$ cat config.mk
export PLATFORM = sky130hd
export DESIGN_NAME = mvm4_host_port
export DESIGN_NICKNAME = d
export VERILOG_FILES = /design/src/rtl/mvm4_host_port.sv
export SDC_FILE = /design/constraint.sdc
export NUM_CORES = 1
export LEC_CHECK = 0
export CORE_UTILIZATION = 50
export DETAILED_ROUTE_END_ITERATION = 10
export PLACE_DENSITY_LB_ADDON = 0.2
export SLEW_MARGIN = 20
export SYNTH_ARGS = -nofsm -noshare
export SYNTH_HDL_FRONTEND = slang
export SYNTH_SLANG_ARGS = --single-unit
$ cat constraint.sdc
create_clock -name clk -period 5 [get_ports clk]
set_clock_uncertainty 0.1 [all_clocks]
set_input_delay 1 -clock clk [delete_from_list [all_inputs] [get_ports clk]]
set_output_delay 1 -clock clk [all_outputs]
set_load 0.01 [all_outputs]
$ cat src/rtl/mvm4_host_port.sv
// mvm4_host_port: host-side endpoint for the 4x4 matrix-vector engine.
// Holds one job (matrix + vector), streams it to the engine as 20 words,
// then captures the 4 results into a readable bank and reports a cycle count.
//
// Ports:
//   clk, reset        : single clock, synchronous active-high reset
//   ld_en/addr/data   : host write into the job buffer (IDLE only)
//   start             : begin a job (IDLE only)
//   busy, done        : not-IDLE flag, one-cycle completion pulse
//   tx_valid/ready/data : stream into the engine input port
//   rx_valid/ready/data : stream from the engine output port
//   rd_addr, rd_data  : combinational result read
//   cycles            : SEND+RECV cycle count of the last job (saturating)
module mvm4_host_port #(
    parameter int WIDTH  = 12,
    parameter int X_SIZE = 4,
    parameter int W_SIZE = 16,
    localparam int N_WORDS = W_SIZE + X_SIZE,
    localparam int LA = $clog2(N_WORDS),
    localparam int LR = $clog2(X_SIZE)
) (
    input  logic                        clk,
    input  logic                        reset,
    input  logic                        ld_en,
    input  logic [LA-1:0]               ld_addr,
    input  logic signed [WIDTH-1:0]     ld_data,
    input  logic                        start,
    output logic                        busy,
    output logic                        done,
    output logic                        tx_valid,
    input  logic                        tx_ready,
    output logic signed [WIDTH-1:0]     tx_data,
    input  logic                        rx_valid,
    output logic                        rx_ready,
    input  logic signed [2*WIDTH-1:0]   rx_data,
    input  logic [LR-1:0]               rd_addr,
    output logic signed [2*WIDTH-1:0]   rd_data,
    output logic [15:0]                 cycles
);

    localparam logic [LA-1:0] LAST_TX = LA'(N_WORDS - 1);
    localparam logic [LR-1:0] LAST_RX = LR'(X_SIZE - 1);

    typedef enum logic [1:0] {
        IDLE,
        SEND,
        RECV,
        DONE
    } state_t;

    state_t state;
    state_t state_nxt;

    logic signed [WIDTH-1:0]   job_mem [N_WORDS];
    logic signed [2*WIDTH-1:0] result  [X_SIZE];

    logic [LA-1:0] tx_idx;
    logic [LR-1:0] rx_idx;

    logic in_idle;
    logic in_send;
    logic in_recv;
    logic tx_fire;
    logic rx_fire;
    logic tx_last;
    logic rx_last;
    logic job_go;
    logic ld_ok;

    // Handshakes are decoded from state rather than from tx_valid/rx_ready
    // so the FSM comb block has no loop through its own outputs.
    assign in_idle = (state == IDLE);
    assign in_send = (state == SEND);
    assign in_recv = (state == RECV);
    assign tx_fire = in_send && tx_ready;
    assign rx_fire = in_recv && rx_valid;
    assign tx_last = (tx_idx == LAST_TX);
    assign rx_last = (rx_idx == LAST_RX);
    assign job_go  = in_idle && start;
    assign ld_ok   = in_idle && ld_en && (ld_addr <= LAST_TX);

    always_ff @(posedge clk) begin
        if (reset) begin
            state <= IDLE;
        end else begin
            state <= state_nxt;
        end
    end

    always_comb begin
        state_nxt = state;
        busy      = 1'b1;
        done      = 1'b0;
        tx_valid  = 1'b0;
        rx_ready  = 1'b0;
        unique case (state)
            IDLE: begin
                busy = 1'b0;
                if (start) begin
                    state_nxt = SEND;
                end
            end
            SEND: begin
                tx_valid = 1'b1;
                if (tx_fire && tx_last) begin
                    state_nxt = RECV;
                end
            end
            RECV: begin
                rx_ready = 1'b1;
                if (rx_fire && rx_last) begin
                    state_nxt = DONE;
                end
            end
            DONE: begin
                done      = 1'b1;
                state_nxt = IDLE;
            end
            default: begin
                state_nxt = IDLE;
            end
        endcase
    end

    // Job buffer has no reset: a restart after reset re-sends the same job.
    // A write in the start cycle lands before the first word is read.
    always_ff @(posedge clk) begin
        if (ld_ok) begin
            job_mem[ld_addr] <= ld_data;
        end
    end

    always_ff @(posedge clk) begin
        if (reset || job_go) begin
            tx_idx <= '0;
            rx_idx <= '0;
            cycles <= '0;
            for (int i = 0; i < X_SIZE; i++) begin
                result[i] <= '0;
            end
        end else begin
            // tx_idx returns to 0 on the last word so it never
            // addresses past the end of the buffer.
            if (tx_fire) begin
                tx_idx <= tx_last ? '0 : tx_idx + LA'(1);
            end
            if (rx_fire) begin
                result[rx_idx] <= rx_data;
                rx_idx         <= rx_idx + LR'(1);
            end
            if ((in_send || in_recv) && (cycles != 16'hFFFF)) begin
                cycles <= cycles + 16'd1;
            end
        end
    end

    assign tx_data = in_send ? job_mem[tx_idx] : '0;
    assign rd_data = result[rd_addr];

endmodule

==> impl_metrics.py <==
metrics = {
    "synth": {
        "synth-warning-count": 0,
        "synthArstFlopShare": 0,
        "ys_seq_area_frac": 0.7093,
        "synthCells": 933,
        "synth_cell_types": 53,
        "syn_area_per_cell_um2": 16.15,
        "synth_common_cells": "edfxtp_1 (336), mux2i_1 (102), and2_1 (100), nand2_1 (68), mux4_2 (36)",
        "synthTopCellsByArea": "edfxtp_1 (67%), mux2i_1 (6.8%), mux4_2 (5.4%)",
        "synth_area_um2": 15070,
        "syn-num-nets": 989,
        "yosysTopAreaCellShare": 0.6694,
        "synth_edf_count": 336,
        "synth_most_common_cell": "edfxtp_1",
        "ys_ff_latch": 366,
        "synthFlopType": "edfxtp_1",
        "yosys.area.top_type": "edfxtp_1",
    },
    "setup_path": {
        "required_ns": 3.90,
        "end_kind": "primary output",
        "critPathMaxFanout": 49,
        "start_kind": "register",
        "worst-r2r-cell-count": 6,
        "cp.arrival_ns": 3.14,
        "worstSetupPathType": "register to primary output",
    },
    "route": {
        "finalWirelength_um": 31760,
        "drt_iter0_drc": 751,
        "detail-route-antenna-nets": 0,
        "drc": 0,
        "detail_route.wl_per_cell_um": 21.52,
        "via_count": 8330,
        "viasPerCell": 5.644,
        "drtPass1Iterations": 5,
    },
    "pwr": {
        "cellPowerDensity_nw_per_um2": 411.2,
        "p_sw_mw": 1.724,
        "switching_share": 0.2354,
        "p_int_mw": 5.600,
        "total_power_mw": 7.324,
        "ir_drop_mv": 0.2546,
        "combPwrFrac": 0.122,
        "seq_power_share": 0.499,
        "power_leakage_nw": 5.778,
        "clkPwrFrac": 0.379,
    },
    "timing": {
        "fin_crit_sh": 0.8487,
        "drv_slew": 0,
        "setup_viol": 0,
        "setup_tns_ns": 0,
        "min_period_ns": 4.244,
        "whs_ns": 0.3952,
        "rsz0062_at_grt": "no",
        "clock.fmax_mhz": 235.6,
        "final_hold_viol_count": 0,
        "tightest_slew_ns": 1.089,
        "slew_headroom": 0.2715,
    },
    "cells_and_area": {
        "fill_cells": 2294,
        "nNetsFinal": 1113,
        "layout-area-overhead-vs-synth_pct": 18.18,
        "diodes": 0,
        "drive_gt1_frac": 0.1289,
    },
    "run": {
        "cap_violations": 0,
    },
    "clock_network": {
        "postCtsHoldBufs": 0,
        "htreeDepth": 2,
        "cts_tree": "yes",
        "clk_pin_slew_ns": 0.06,
        "cts.path.max_buffers": 3,
        "cts_resized": 0,
        "root_buffer": "clkbuf_16",
        "numCtsBuffers": 38,
        "post_cts_buffers": 0,
        "clock_sinks": 366,
        "clk-insertion-delay-late_ns": 0.51,
    },
    "placement": {
        "port_buffers": 104,
        "gp_congestion": 0.7921,
        "hpwl_um": 20230,
    },
    "global_routing": {
        "grt_pass1_vias": 8073,
        "grt_max_degree": 53,
        "grt_antenna_before_repair": 0,
        "grt_remaining_overflow": 0,
        "grtUsageTotal": 0.2088,
        "grt_pass1_wl_um": 48180,
    },
    "floorplanning": {
        "die-area_um2": 30840,
        "initial_core_util": 0.5085,
        "die-height_um": 175.6,
        "core_um2": 29640,
        "io_pins": 105,
        "rows": 63,
        "die_w_um": 175.6,
    },
    "run_status": {
        "status": "finished, final reports clean",
    },
    "min_path": {
        "whs_path_depth": 2,
        "hold_class": "register to register",
    },
}
[power by group through the flow]
stage	sequential, mW	combinational, mW	clock (mW)
after floorplan	3.66	0.513	0
after global placement	3.72	0.888	0
after detailed placement	3.72	0.893	0
after CTS	3.66	0.898	2.82
after global routing	3.68	0.955	2.93
final	3.65	0.893	2.78
[through the flow]
stage	setup WS, ns	utilization	std cells	cell area [um2]
finish	0.7563	0.6010	1476	17810
global route	0.6557	0.6010	1476	17810
CTS	0.7301	0.6007	1476	17800
detailed placement	1.063	0.5590	1407	16570
global placement	1.110	0.5589	1407	16570
floorplan	1.595	-	933	15070
[cells in the final DEF (no fill, tap or decap), types with 4 or more instances in the layout]
cell,count
edfxtp_1,336
mux2i_1,102
o21ai_0,8
and2_1,100
bufinv_16,4
nand4_1,16
buf_4,22
nand2_1,68
a21oi_1,26
a22oi_1,24
or2b_1,6
nor2_2,4
ha_1,7
nor3_1,4
nor2b_1,8
nor2_1,22
mux4_2,36
clkinv_1,8
clkdlybuf4s50_1,103
dfxtp_1,28
clkbuf_16,39
clkinv_2,10
nand3_1,35
or3_1,4
[cell families after synthesis]
family,after synthesis,synth area share
mux,138,0.1215
fa+ha+maj,7,0.005811
compound gates,79,0.03470
xor+xnor,3,0.001744
flops,366,0.7093
simple gates,294,0.1100
buf+inv,46,0.01693
[layer usage]
layer,global-route usage,wire (um)
met1,0.3108,14270
met2,0.3160,14720
met3,0.03355,1991
met4,0.06558,777
met5,0,0
[final cells by class]
type	instances	area (um2)	share of cell area
Tap cell	390	488.0	0.02740
Inverter	3	11.26	0.0006322
Timing Repair Buffer	127	1221	0.06856
Clock inverter	28	251.5	0.01412
Clock buffer	41	983.4	0.05521
Multi-Input combinational cell	521	4159	0.2335
Sequential cell	366	10700	0.6006
[final timing paths]
kind	from	to	slack, ns
worst max-delay path	register	tx_data[4]	0.76
worst min-delay path	tx_idx[1]$_SDFFE_PP0N_	register	0.40
worst max register to register	state[1]$_SDFFE_PP0P_	job_mem[7][10]$_DFFE_PP_	2.11
worst min register to register	tx_idx[1]$_SDFFE_PP0N_	register	0.40
[sequential cells by signal, summed over array words and instances, names as in the netlist, named ones only]
| register | flops |
|---|---|
| job_mem | 240 |
| state | 2 |
| tx_idx | 5 |
| rx_idx | 2 |
| cycles | 16 |
| result | 96 |
[critical path, stage by stage (launching register included)]
cell             delay, ns
dfxtp_4               0.89
nor2b_1               0.13
buf_4                 0.23
a22oi_1               0.32
nand3_1               0.25
nand3_1               0.18
clkdlybuf4s50_1       0.56
Note: power is estimated with default switching activity, not from simulation.
